--- config.mk ---
export PLATFORM = sky130hd
export DESIGN_NAME = mc_control
export DESIGN_NICKNAME = d
export VERILOG_FILES = /design/src/rtl/mc_control.sv
export SDC_FILE = /design/constraint.sdc
export NUM_CORES = 1
export LEC_CHECK = 0
export ABC_AREA = 1
export CORE_AREA = 2 2 67 69
export CTS_CLUSTER_DIAMETER = 120
export DETAILED_ROUTE_END_ITERATION = 10
export DIE_AREA = 0 0 69 71
export PLACE_DENSITY = 0.74
export SLEW_MARGIN = 20
export SYNTH_ARGS = -nofsm -noshare
export SYNTH_HDL_FRONTEND = slang
export SYNTH_SLANG_ARGS = --single-unit
--- constraint.sdc ---
create_clock -name clk -period 2.1 [get_ports clk]
set_input_delay 0.315 -clock clk [delete_from_list [all_inputs] [get_ports clk]]
set_output_delay 0.315 -clock clk [all_outputs]
set_load 0.01 [all_outputs]
--- src/rtl/mc_control.sv ---
// Multi-cycle MIPS32 control FSM: sequences fetch, decode, execute, memory and writeback
// over several clocks, with a ready-handshake memory port and an iterative mul/div unit.
module mc_control #(
  parameter int ALUOP_W     = 5,
  parameter int MUL_CYCLES  = 4,
  parameter int DIV_CYCLES  = 32,
  parameter int MEM_TIMEOUT = 15
) (
  input  logic               clk,
  input  logic               rst,
  input  logic [5:0]         op,
  input  logic [5:0]         funct,
  input  logic [4:0]         rt_field,
  input  logic               br_taken,
  input  logic               mem_ready,
  output logic               mem_req,
  output logic               mem_we,
  output logic               mem_byte,
  output logic               mem_uns,
  output logic               iord,
  output logic               ir_we,
  output logic               pc_we,
  output logic [1:0]         pc_src,
  output logic               reg_we,
  output logic [1:0]         reg_dst,
  output logic [1:0]         wb_src,
  output logic [1:0]         alu_src_b,
  output logic               ext_op,
  output logic [ALUOP_W-1:0] alu_op,
  output logic               md_start,
  output logic               md_busy,
  output logic               hilo_we,
  output logic               illegal,
  output logic               bus_err,
  output logic [3:0]         state
);
  typedef enum logic [3:0] {
    S_FETCH  = 4'd0, S_DECODE = 4'd1, S_EXEC_R = 4'd2, S_EXEC_I = 4'd3, S_ADDR = 4'd4,
    S_MEM    = 4'd5, S_WB     = 4'd6, S_BRANCH = 4'd7, S_MULDIV = 4'd8
  } state_t;

  localparam logic [5:0] OP_RTYPE = 6'b000000, OP_REGIMM = 6'b000001, OP_J = 6'b000010;
  localparam logic [5:0] OP_JAL = 6'b000011, OP_BEQ = 6'b000100, OP_BNE = 6'b000101;
  localparam logic [5:0] OP_BLEZ = 6'b000110, OP_BGTZ = 6'b000111, OP_ADDIU = 6'b001001;
  localparam logic [5:0] OP_SLTI = 6'b001010, OP_SLTIU = 6'b001011, OP_ANDI = 6'b001100;
  localparam logic [5:0] OP_ORI = 6'b001101, OP_XORI = 6'b001110, OP_LUI = 6'b001111;
  localparam logic [5:0] OP_LB = 6'b100000, OP_LW = 6'b100011, OP_LBU = 6'b100100;
  localparam logic [5:0] OP_SB = 6'b101000, OP_SW = 6'b101011;

  localparam int MD_MAX = (MUL_CYCLES > DIV_CYCLES) ? MUL_CYCLES : DIV_CYCLES;
  localparam int MD_W   = (MD_MAX > 1) ? $clog2(MD_MAX) : 1;
  localparam int TO_W   = (MEM_TIMEOUT > 1) ? $clog2(MEM_TIMEOUT) : 1;

  state_t            state_q, state_d;
  logic [5:0]        op_q, op_d;
  logic [4:0]        rt_q, rt_d;
  logic [MD_W-1:0]   md_cnt_q, md_cnt_d;
  logic [TO_W-1:0]   wait_q, wait_d;
  logic              is_store, is_mul, is_div;

  // Memory handshake: mem_req is the valid, mem_ready the ready; a transfer completes on
  // a cycle where both are high, and every request attribute holds steady until then.
  assign is_store = (op_q == OP_SW) || (op_q == OP_SB);
  assign is_mul   = (funct == 6'b011000) || (funct == 6'b011001);
  assign is_div   = (funct == 6'b011010) || (funct == 6'b011011);
  assign state    = state_q;

  always_ff @(posedge clk or posedge rst) begin
    if (rst) begin
      state_q  <= S_FETCH;
      op_q     <= '0;
      rt_q     <= '0;
      md_cnt_q <= '0;
      wait_q   <= '0;
    end else begin
      state_q  <= state_d;
      op_q     <= op_d;
      rt_q     <= rt_d;
      md_cnt_q <= md_cnt_d;
      wait_q   <= wait_d;
    end
  end

  always_comb begin
    state_d = state_q; op_d = op_q; rt_d = rt_q; md_cnt_d = md_cnt_q; wait_d = '0;
    mem_req = 1'b0; mem_we = 1'b0; mem_byte = 1'b0; mem_uns = 1'b0; iord = 1'b0;
    ir_we = 1'b0; pc_we = 1'b0; pc_src = 2'd0; reg_we = 1'b0; reg_dst = 2'd0;
    wb_src = 2'd0; alu_src_b = 2'd0; ext_op = 1'b0; alu_op = '0;
    md_start = 1'b0; md_busy = 1'b0; hilo_we = 1'b0; illegal = 1'b0; bus_err = 1'b0;
    if (!rst) begin
      case (state_q)
        S_FETCH: begin
          mem_req = 1'b1; alu_src_b = 2'd2;
          if (mem_ready) begin
            ir_we = 1'b1; pc_we = 1'b1; state_d = S_DECODE;
          end else if (wait_q == TO_W'(MEM_TIMEOUT - 1)) begin
            bus_err = 1'b1; state_d = S_FETCH;
          end else begin
            wait_d = wait_q + 1'b1;
          end
        end
        S_DECODE: begin
          op_d = op; rt_d = rt_field; state_d = S_FETCH;
          case (op)
            OP_RTYPE: begin
              if (is_mul || is_div) begin
                md_start = 1'b1; state_d = S_MULDIV;
                md_cnt_d = is_div ? MD_W'(DIV_CYCLES - 1) : MD_W'(MUL_CYCLES - 1);
              end else begin
                state_d = S_EXEC_R;
              end
            end
            OP_J:   begin pc_we = 1'b1; pc_src = 2'd2; end
            OP_JAL: begin
              pc_we = 1'b1; pc_src = 2'd2; reg_we = 1'b1; reg_dst = 2'd2; wb_src = 2'd2;
            end
            OP_REGIMM: begin
              if (rt_field == 5'd0 || rt_field == 5'd1) state_d = S_BRANCH;
              else illegal = 1'b1;
            end
            OP_BEQ, OP_BNE, OP_BLEZ, OP_BGTZ: state_d = S_BRANCH;
            OP_ADDIU, OP_SLTI, OP_SLTIU, OP_ANDI, OP_ORI, OP_XORI, OP_LUI: state_d = S_EXEC_I;
            OP_LB, OP_LBU, OP_LW, OP_SB, OP_SW: state_d = S_ADDR;
            default: illegal = 1'b1;
          endcase
        end
        S_EXEC_R: begin
          // The ALU picks the operation from the funct field itself.
          alu_op = ALUOP_W'(5'b01111); reg_we = 1'b1; reg_dst = 2'd1; state_d = S_FETCH;
        end
        S_EXEC_I: begin
          alu_src_b = 2'd1; reg_we = 1'b1; state_d = S_FETCH;
          case (op_q)
            OP_SLTI:  begin alu_op = ALUOP_W'(5'b00010); ext_op = 1'b1; end
            OP_SLTIU: begin alu_op = ALUOP_W'(5'b01001); ext_op = 1'b1; end
            OP_ANDI:  alu_op = ALUOP_W'(5'b00011);
            OP_ORI:   alu_op = ALUOP_W'(5'b00101);
            OP_XORI:  alu_op = ALUOP_W'(5'b00110);
            OP_LUI:   alu_op = ALUOP_W'(5'b10000);
            default:  begin alu_op = ALUOP_W'(5'b00000); ext_op = 1'b1; end
          endcase
        end
        S_ADDR: begin
          alu_src_b = 2'd1; ext_op = 1'b1; state_d = S_MEM;
        end
        S_MEM: begin
          mem_req = 1'b1; iord = 1'b1; mem_we = is_store;
          mem_byte = (op_q == OP_LB) || (op_q == OP_LBU) || (op_q == OP_SB);
          mem_uns  = (op_q == OP_LBU);
          if (mem_ready) begin
            state_d = is_store ? S_FETCH : S_WB;
          end else if (wait_q == TO_W'(MEM_TIMEOUT - 1)) begin
            bus_err = 1'b1; state_d = S_FETCH;
          end else begin
            wait_d = wait_q + 1'b1;
          end
        end
        S_WB: begin
          reg_we = 1'b1; wb_src = 2'd1; state_d = S_FETCH;
        end
        S_BRANCH: begin
          pc_we = br_taken; pc_src = 2'd1; state_d = S_FETCH;
          case (op_q)
            OP_BEQ, OP_BNE: alu_op = ALUOP_W'(5'b00001);
            OP_BGTZ:        alu_op = ALUOP_W'(5'b10010);
            OP_BLEZ:        alu_op = ALUOP_W'(5'b10011);
            default:        alu_op = (rt_q == 5'd1) ? ALUOP_W'(5'b10001) : ALUOP_W'(5'b10100);
          endcase
        end
        S_MULDIV: begin
          md_busy = 1'b1;
          if (md_cnt_q == '0) begin
            hilo_we = 1'b1; state_d = S_FETCH;
          end else begin
            md_cnt_d = md_cnt_q - 1'b1;
          end
        end
        default: state_d = S_FETCH;
      endcase
    end
  end
endmodule

# Word level (Yosys, flattened, before mapping)
# Cells that the tools add are included.
[totals]
ff_bits = 24
latchBits = 0
mem_bits_rw = 0
mem_bits_ro = 0
input_bits = 21
output_inout_bits = 31
wordCells = 157
mem_count = 0
[op_classes]
add_sub_neg = 2
mul = 0
div = 0
order_cmp = 0
eq_ne = 52
shift = 0
mux = 72
n_bitwise = 1
reduce_logical = 25
[op_table]
columns = ["op", "n"]
rows = [
  ["equality test 6 x 4 -> 1 bit (second input constant)", 13],
  ["equality test 6 bit (second input constant)", 9],
  ["equality test 6 x 3 -> 1 bit (second input constant)", 8],
  ["case mux 4 bit (5 select lines)", 2],
  ["2-to-1 mux 4 bit", 9],
  ["2-to-1 mux 1 bit", 35],
  ["case mux 5 bit (3 select lines)", 2],
  ["case mux 5 bit (6 select lines)", 1],
  ["2-to-1 mux 5 bit", 5],
  ["equality test 6 x 5 -> 1 bit (second input constant)", 4],
  ["OR reduction 19 bit", 1],
  ["equality test 4 x 3 -> 1 bit (second input constant)", 4],
  ["case mux 2 bit (2 select lines)", 4],
  ["equality test 6 x 2 -> 1 bit (second input constant)", 2],
  ["2-to-1 mux 2 bit", 6],
  ["equality test 5 x 1 -> 1 bit (second input constant)", 2],
  ["zero test 5 bit", 2],
  ["case mux 5 bit (2 select lines)", 1],
  ["2-to-1 mux 3 bit", 3],
  ["equality test 4 x 2 -> 1 bit (second input constant)", 2],
  ["equality test 4 bit (second input constant)", 2],
  ["OR reduction 2 bit", 4],
  ["OR reduction 4 bit", 2],
  ["logical OR 1 bit", 7],
  ["other kinds (17)", 22],
]

# Logic depth before layout (Yosys ltp)
# Gate-level depths: netlist of the first run.
[depth]
word_depth = 7
mapped_depth = 11
depth_no_buf = 11

# Least setup slack after synthesis of the first run
# No wires, ideal clock.
[synth_path]
path_type = "reg-to-output"
from = "register state_q[2] (netlist: state[2])"
to = "output illegal"
t_arrival_ps = 1485
path_slack_ps = 300
stages_incl_launch_ff = 8
n_path_buf = 0
cell_sequence = "dfrtp_1 -> nor2_1 -> inv_1 -> nor3_4 -> inv_1 -> nor2_4 -> o21ai_0 -> a21oi_1"
[synth_via]
elab_chain_len = 3
[synth_lines]
columns = ["element", "line_no", "rtl"]
rows = [
  ["from (decl)", "54", "state_t state_q, state_d;"],
  ["from (signal assigned)", "76", "state_q <= state_d;"],
  ["equality test 4 x 1 -> 1 bit", "91", "case (state_q)"],
  ["2-to-1 mux 1 bit", "91", ""],
  ["2-to-1 mux 1 bit", "90", "if (!rst) begin"],
  ["to (decl)", "33", "output logic illegal,"],
]
# No other way between the ends.

# Final worst setup path of the first run
[layout_path]
from = "register state_q[3] (netlist: state[3])"
to = "output alu_op[1]"
[layout_via]
elab_chain_len = 3
[layout_lines]
columns = ["element", "line_no", "rtl"]
rows = [
  ["equality test 4 x 3 -> 1 bit or equality test 4 x 2 -> 1 bit (tied branches)", "91", ""],
  ["case mux 5 bit (3 select lines) *", "91", ""],
  ["2-to-1 mux 5 bit *", "90", ""],
  ["to (decl)", "29", "output logic [ALUOP_W-1:0] alu_op,"],
]
# Every way passes the cells marked *; elsewhere a longest branch is shown, timed or not.

==> impl_metrics.csv, run 1 <==
group,metric,value,unit
global_route,grt_pass1_vias,2157,
cells_and_area,drive_above_1_share,30.0,%
clock_tree,clock_latency,0.27,ns
clock_tree,root_buffer,"clkbuf_8",
clock_tree,cts_max_path_buffers,2,
drt,viasPerCell,4.94,
yosys,synth_nets,314,
drt,wirelength,5740,µm
global_route,grt.busiest_layer,"met2",
sta,maxSlewHeadroom,77.9,%
clock_tree,cts.clk_slew.worst_paths,0.10,ns
global_route,antenna_found_initial,0,
yosys,synth_cells,289,
global_route,grt_use_total,22.9,%
global_route,use_met3,3.85,%
sta,grt_setup_unrepaired,"true",
global_route,grt_pass1_wl,9230,µm
yosys,ys_seq_area_share,33.4,%
yosys,ys_seq_elements,24,
critical_path,reg2reg_slack,0.37,ns
sta,slew_viol_final,0,
floorplanning,rows,24,
cells_and_area,diodes,0,
critical_path,cp-start-kind,"flop",
global_route,overflow,0,
status,status,"finished, violations left",
sta,finalCriticalPeriod,2.12,ns
job,max_cap_violations,0,
critical_path,critPathKind,"flop to output port",
min_path,hold_class,"input pin to flop",
yosys,syn_area,1800,µm²
drt,wl_per_cell,12.7,µm
sta,fmax,472,MHz
yosys,yosysUniqueCellTypes,28,
sta,finalCritPeriodShare,101,%
critical_path,cp_data_arrival_time,1.80,ns
floorplanning,core,4200,µm²
critical_path,path_max_fanout,3,
floorplanning,chipHeight,71,µm
floorplanning,die_area,4900,µm²
global_route,grt_max_degree,26,
pwr,cellLeakagePower,1.55,nW
place,gp_congestion,0.870,
clock_tree,clock_sinks,24,
floorplanning,fp.dieW,69,µm
sta,hold_violations,0,
critical_path,crit_path_end_kind,"output port",
sta,final.setup.worst_slack,-0.0190,ns
critical_path,worstPathRequired,1.78,ns
drt,drcViolationCount,0,
cells_and_area,areaGrowthSynthToFinish,63.7,%
yosys,yosys_warnings,0,
yosys,avgSynthCellArea,6.23,µm²
pwr,ir_drop,609,µV
clock_tree,cts-htree-levels,1,
sta,setup_viol,1,
place,dp.cells,438,
sta,worst_pin_slew,0.331,ns
drt,vias,2233,
drt,firstDrtPassIters,4,
sta,fin_skew,0.00361,ns
clock_tree,cts-buffers-inserted,3,
cells_and_area,final_util,70.1,%
floorplanning,floorplan.initialDensity,42.8,%
floorplanning,io_pins,52,
place,dp_hpwl,4010,µm
place,port_buffers,50,
global_route,use_met1,26.2,%
clock_tree,cts_tree,"built",
status,violations,"setup timing",
cells_and_area,instances_no_fill,452,
global_route,grt_util_met2,42.9,%
pwr,p_per_area,891,nW/µm²
cells_and_area,nets,426,
drt,drtIter0Drc,144,
drt,drtAntennaViolNets,0,
==> placed cells by master (no fill, tap or decap), drive strengths merged <==
cell type / netlist / final
nor4: 4 / 4
xor2: 1 / 1
dfrtp: 24 / 24
dlygate4sd2: 0 / 13
or2: 2 / 2
clkbuf: 1 / 11
clkdlybuf4s50: 0 / 17
o21bai: 1 / 1
nand3: 21 / 21
o31a: 1 / 1
inv: 48 / 48
nor3: 7 / 7
bufinv: 0 / 1
xnor2: 1 / 1
nand4: 3 / 3
nor2: 58 / 58
a31oi: 1 / 1
o21ai: 24 / 24
o211ai: 1 / 1
buf: 2 / 68
o31ai: 1 / 1
ha: 4 / 4
dlymetal6s2s: 0 / 3
a21oi: 9 / 9
nand2: 75 / 75
clkdlybuf4s15: 0 / 1
==> cells in the mapped netlist <==
master	instances	share of area (%)
inv_1	47	9.8
a31oi_1	1	0.35
a21oi_1	8	2.2
o31a_1	1	0.49
nor3_1	6	1.7
nand4_1	3	1.0
nor4_1	4	1.4
xnor2_1	1	0.49
buf_4	1	0.42
nand3_2	1	0.56
o21ai_0	24	6.7
o31ai_1	1	0.42
ha_1	4	2.8
nor2_4	1	0.63
nor2_2	1	0.35
a21oi_4	1	0.90
buf_2	1	0.28
o211ai_1	1	0.42
o21bai_1	1	0.42
xor2_1	1	0.49
or2_2	2	0.69
dfrtp_1	24	33
nor3_4	1	0.90
inv_2	1	0.21
clkbuf_1	1	0.21
nand2_1	75	16
nor2_1	56	12
nand3_1	20	5.6
==> cells by family after synthesis <==
logic type               Yosys count  synth area share [%]
AO/OA/AOI/OAI                     38                  11.9
XOR/XNOR                           2                 0.973
adder cells (fa/ha/maj)            4                  2.78
buffers and inverters             51                  10.9
flip-flops                        24                  33.4
AND/OR/NAND/NOR                  170                  40.1
==> layout make-up <==
class                      instances  area [µm²]
clock inverter                     1        30.0
sequential                        24         604
multi-input combinational        214        1140
tap                               52        65.1
clock buffer                       3        41.3
timing repair buffer             110         883
inverter                          48         183
fill                             362        1260
==> through the flow <==
stage | setup slack (ns) | power (mW) | hold WS, ns | setup TNS, ns | area, µm²
2_1_floorplan | 0.300 | 1.32 | 0.347 | 0 | 1800
3_3_place_gp | -0.308 | 1.94 | 0.458 | -3.11 | 2730
3_5_place_dp | -0.311 | 1.97 | 0.468 | -3.31 | 2730
4_1_cts | -0.00302 | 2.48 | 0.481 | -0.00439 | 2880
5_1_grt | -0.108 | 2.81 | 0.509 | -0.575 | 2950
6_report | -0.0190 | 2.63 | 0.479 | -0.0190 | 2950
==> timing repair <==
item                       4_1_cts  5_1_grt
setup endpoints to repair       27       20
gates resized for setup         72       50
buffers inserted                 4        6
hold buffers                     0        0
pin swaps                        6        8
==> state kept, by name, summed over array words and instances (netlist names) <==
| name | count |
|---|---|
| rt_q | 5 |
| state | 4 |
| wait_q | 4 |
| op_q | 6 |
| md_cnt_q | 5 |
==> path summary, 6_finish.rpt <==
path / startpoint / end / cells after the start
worst max-delay path: state[3]$_DFFE_PP0P_ / alu_op[1] / 9
worst min-delay path: op[5] / op_q[5]$_DFFE_PP0P_ / 3
worst max register to register: state[3]$_DFFE_PP0P_ / md_cnt_q[0]$_DFFE_PP0P_ / 9
worst min register to register: wait_q[0]$_DFF_PP0_ / wait_q[0]$_DFF_PP0_ / 1
max in group asynchronous: rst / state[3]$_DFFE_PP0P_ / 4
min in group asynchronous: rst / wait_q[0]$_DFF_PP0_ / 4
==> worst max-delay path: stages (launching register included) <==
cell             delay [ns]
dfrtp_2                0.46
nor2_4                 0.15
inv_4                  0.06
nor2_4                 0.09
buf_6                  0.11
nand4_1                0.11
a21oi_2                0.16
nor2_1                 0.06
nor2_1                 0.09
clkdlybuf4s15_2        0.23
==> power breakdown <==
part / internal [mW] / total (mW) / switching [mW]
clock network: 0.255 / 0.421 / 0.166
registers: 0.600 / 0.735 / 0.136
logic: 0.677 / 1.47 / 0.795
total: 1.53 / 2.63 / 1.10
==> layer usage <==
layer | up-vias | part of all wire (%)
li1 | 1138 | -
met1 | 1023 | 43
met2 | 58 | 51
met3 | 14 | 3.8
met4 | 0 | 2.2
met5 | - | 0
No activity file was read; power rests on OpenSTA's default activity.
==> inputs of run 2 (changes only) <==
- GPL_TIMING_DRIVEN: unset -> 0
==> run 2 against run 1 <==
Net effect:
- the run now ends clean
- hold slack lost 0.26 ns
- utilization down 5.8 points
- non-clock buffer count is 35 lower
- critical path depth stayed put
- global-route usage decreased by 1.5 points
- clock-buffer cell count is the same
- first-iteration DRC count is 26% higher
- cell count fell by 7.5%
- clock power down 2%
- fmax rose by 1.8%
- power is 8.6% lower
- wire length decreased by 6.4%
==> impl_metrics.csv, run 2 (same netlist as run 1, synthesis figures left out) <==
group,metric,value,unit
status,status,"finished, final reports clean",
critical_path,cp-start-kind,"flop",
place,dpl-instance-area,2370,µm²
critical_path,slowest_stage,"dfrtp_1",
cells_and_area,instances_no_fill,418,
floorplanning,rows,24,
cells_and_area,multiInputGateArea,1130,µm²
clock_tree,cts_tree,"built",
floorplanning,floorplan.initialDensity,42.8,%
sta,finalSetupTns,0,ns
sta,final.setup.worst_slack,0.0181,ns
sta,finalCritPeriodShare,99.1,%
global_route,grt_use_total,21.4,%
floorplanning,io_pins,52,
floorplanning,core,4200,µm²
cells_and_area,diodes,0,
drt,drtAntennaViolNets,0,
sta,finalCriticalPeriod,2.08,ns
critical_path,cp_cell_sequence,"inv_2 > nor2_4 > inv_2 > nor2_4 > inv_1 > o31ai_1 > nor2_1 > nor2_1 > buf_2",
floorplanning,fp.dieW,69,µm
pwr,p_per_area,889,nW/µm²
global_route,antenna_found_initial,0,
cells_and_area,layout_common_cells,"nand2_1, nor2_1, inv_1",
place,gp_congestion,0.940,
critical_path,worst-path-buf-inv,4,
cells_and_area,areaGrowthSynthToFinish,50.1,%
drt,drcViolationCount,0,
min_path,hold_class,"input pin to async pin",
cells_and_area,final_util,64.3,%
critical_path,worstPathRequired,1.78,ns
clock_tree,clock_sinks,24,
drt,firstDrtPassIters,6,
sta,fmax,480,MHz
place,dp_hpwl,3650,µm
place,port_buffers,50,
clock_tree,cts_hold_buf,0,
global_route,grt_pass1_wl,8760,µm
critical_path,worstReg2RegEnd,"md_cnt_q[0]$_DFFE_PP0P_",
drt,vias,2121,
sta,worst_pin_slew,0.613,ns
pwr,ir_drop,622,µV
global_route,overflow,0,
sta,hold_violations,0,
sta,setup_viol,0,
clock_tree,cts-buffers-inserted,3,
pwr,cellLeakagePower,1.44,nW
cells_and_area,drive_above_1_share,24.3,%
critical_path,ff2ff_path_depth,9,
sta,maxSlewHeadroom,58.9,%
drt,viasPerCell,5.07,
clock_tree,cts.clk_slew.worst_paths,0.09,ns
cells_and_area,stdcell_area,2700,µm²
cells_and_area,nets,392,
floorplanning,die_area,4900,µm²
critical_path,cp_data_arrival_time,1.77,ns
job,max_cap_violations,0,
global_route,grt_pass1_vias,1997,
critical_path,critPathKind,"flop to output port",
critical_path,path_max_fanout,5,
drt,wl_per_cell,12.9,µm
clock_tree,root_buffer,"clkbuf_8",
cells_and_area,regMostFlops,"op_q",
critical_path,reg2reg_slack,0.39,ns
place,dp.cells,391,
cells_and_area,final_common_cell,"nand2_1",
critical_path,r2r_start,"state[3]$_DFFE_PP0P_",
drt,wirelength,5370,µm
clock_tree,clock_latency,0.27,ns
clock_tree,cts-htree-levels,1,
global_route,grt_max_degree,15,
sta,fin_skew,0.00295,ns
place,dpl_worst_slack,-0.621,ns
critical_path,cp_top_family,"flip-flops",
cells_and_area,reg_top3,"op_q (6), md_cnt_q (5), rt_q (5)",
drt,drtIter0Drc,181,
sta,slew_viol_final,0,
critical_path,crit_path_end_kind,"output port",
sta,grt_setup_unrepaired,"true",
critical_path,max_stage_delay,0.42,ns
clock_tree,cts_max_path_buffers,2,
cells_and_area,largest_reg_flops,6,
cells_and_area,fillers,365,
floorplanning,chipHeight,71,µm
cells_and_area,seqCellArea,603,µm²
==> run 2: cell types whose count changed in the layout (fill, tap and decap cells not counted), sizes merged <==
cell | before | now
dlymetal6s2s | 3 | 10
clkinvlp | 0 | 2
buf | 68 | 32
clkbuf | 11 | 10
dlygate4sd2 | 13 | 8
inv | 48 | 47
clkdlybuf4s50 | 17 | 16
clkdlybuf4s15 | 1 | 2
==> run 2: per-stage QoR <==
step | hold slack [ns] | total power, mW
floorplan | 0.347 | 1.32
global placement | 0.454 | 1.65
detailed placement | 0.468 | 1.67
CTS | 0.217 | 2.28
global route | 0.214 | 2.58
finish | 0.214 | 2.40
==> run 2: repair_timing <==
item,4_1_cts,5_1_grt
gates resized for setup,84,42
cloned,1,0
endpoints found under the setup margin,26,19
buffers inserted,16,7
pin swaps,11,13
endpoints found under the hold margin,0,0
==> run 2: how the worst max path moves through the flow <==
stage                    startpoint         to  slack [ns]  cells after the start
2_1_floorplan  state[2]$_DFFE_PP0P_    illegal        0.30                      7
3_3_place_gp                    rst  alu_op[2]       -0.65                      5
3_5_place_dp                    rst  alu_op[2]       -0.62                      5
4_1_cts        state[3]$_DFFE_PP0P_  alu_op[3]       -0.15                      6
5_1_grt        state[2]$_DFFE_PP0P_    illegal       -0.06                      8
6_report       state[2]$_DFFE_PP0P_  alu_op[1]        0.02                      9
==> run 2: worst register-to-register path: cells and delay by family, from the launching register on <==
family | cells | cell delay (ns)
AOI/OAI and AO/OA | 3 | 0.48
buffers and inverters | 4 | 0.49
DFF | 1 | 0.43
and+or+nand+nor | 2 | 0.25
==> run 2: report_power, final <==
part	total [mW]	switching [mW]	internal (mW)
Clock	0.414	0.159	0.255
Combinational	1.27	0.752	0.521
Sequential	0.715	0.115	0.600
==> run 2: per-layer routing <==
metal / wire length [µm] / up-vias / global-route usage (%) / share of wire, %
met3: 377 / 8 / 4.70 / 7.0
li1: - / 1068 / - / -
met4: 63 / 0 / 7.41 / 1.2
met1: 2310 / 954 / 26.5 / 43
met5: 0 / - / 0 / 0
met2: 2620 / 91 / 37.0 / 49
==> run 2: cell type report <==
cell class	count	share of cell area [%]
buffer	3	0.741
clock buffer	3	1.53
clock inverter	1	1.11
inverter	48	6.90
multi-input combinational	214	42.0
sequential	24	22.3
tap	52	2.41
timing repair buffer	72	22.8
timing repair inverter	1	0.185
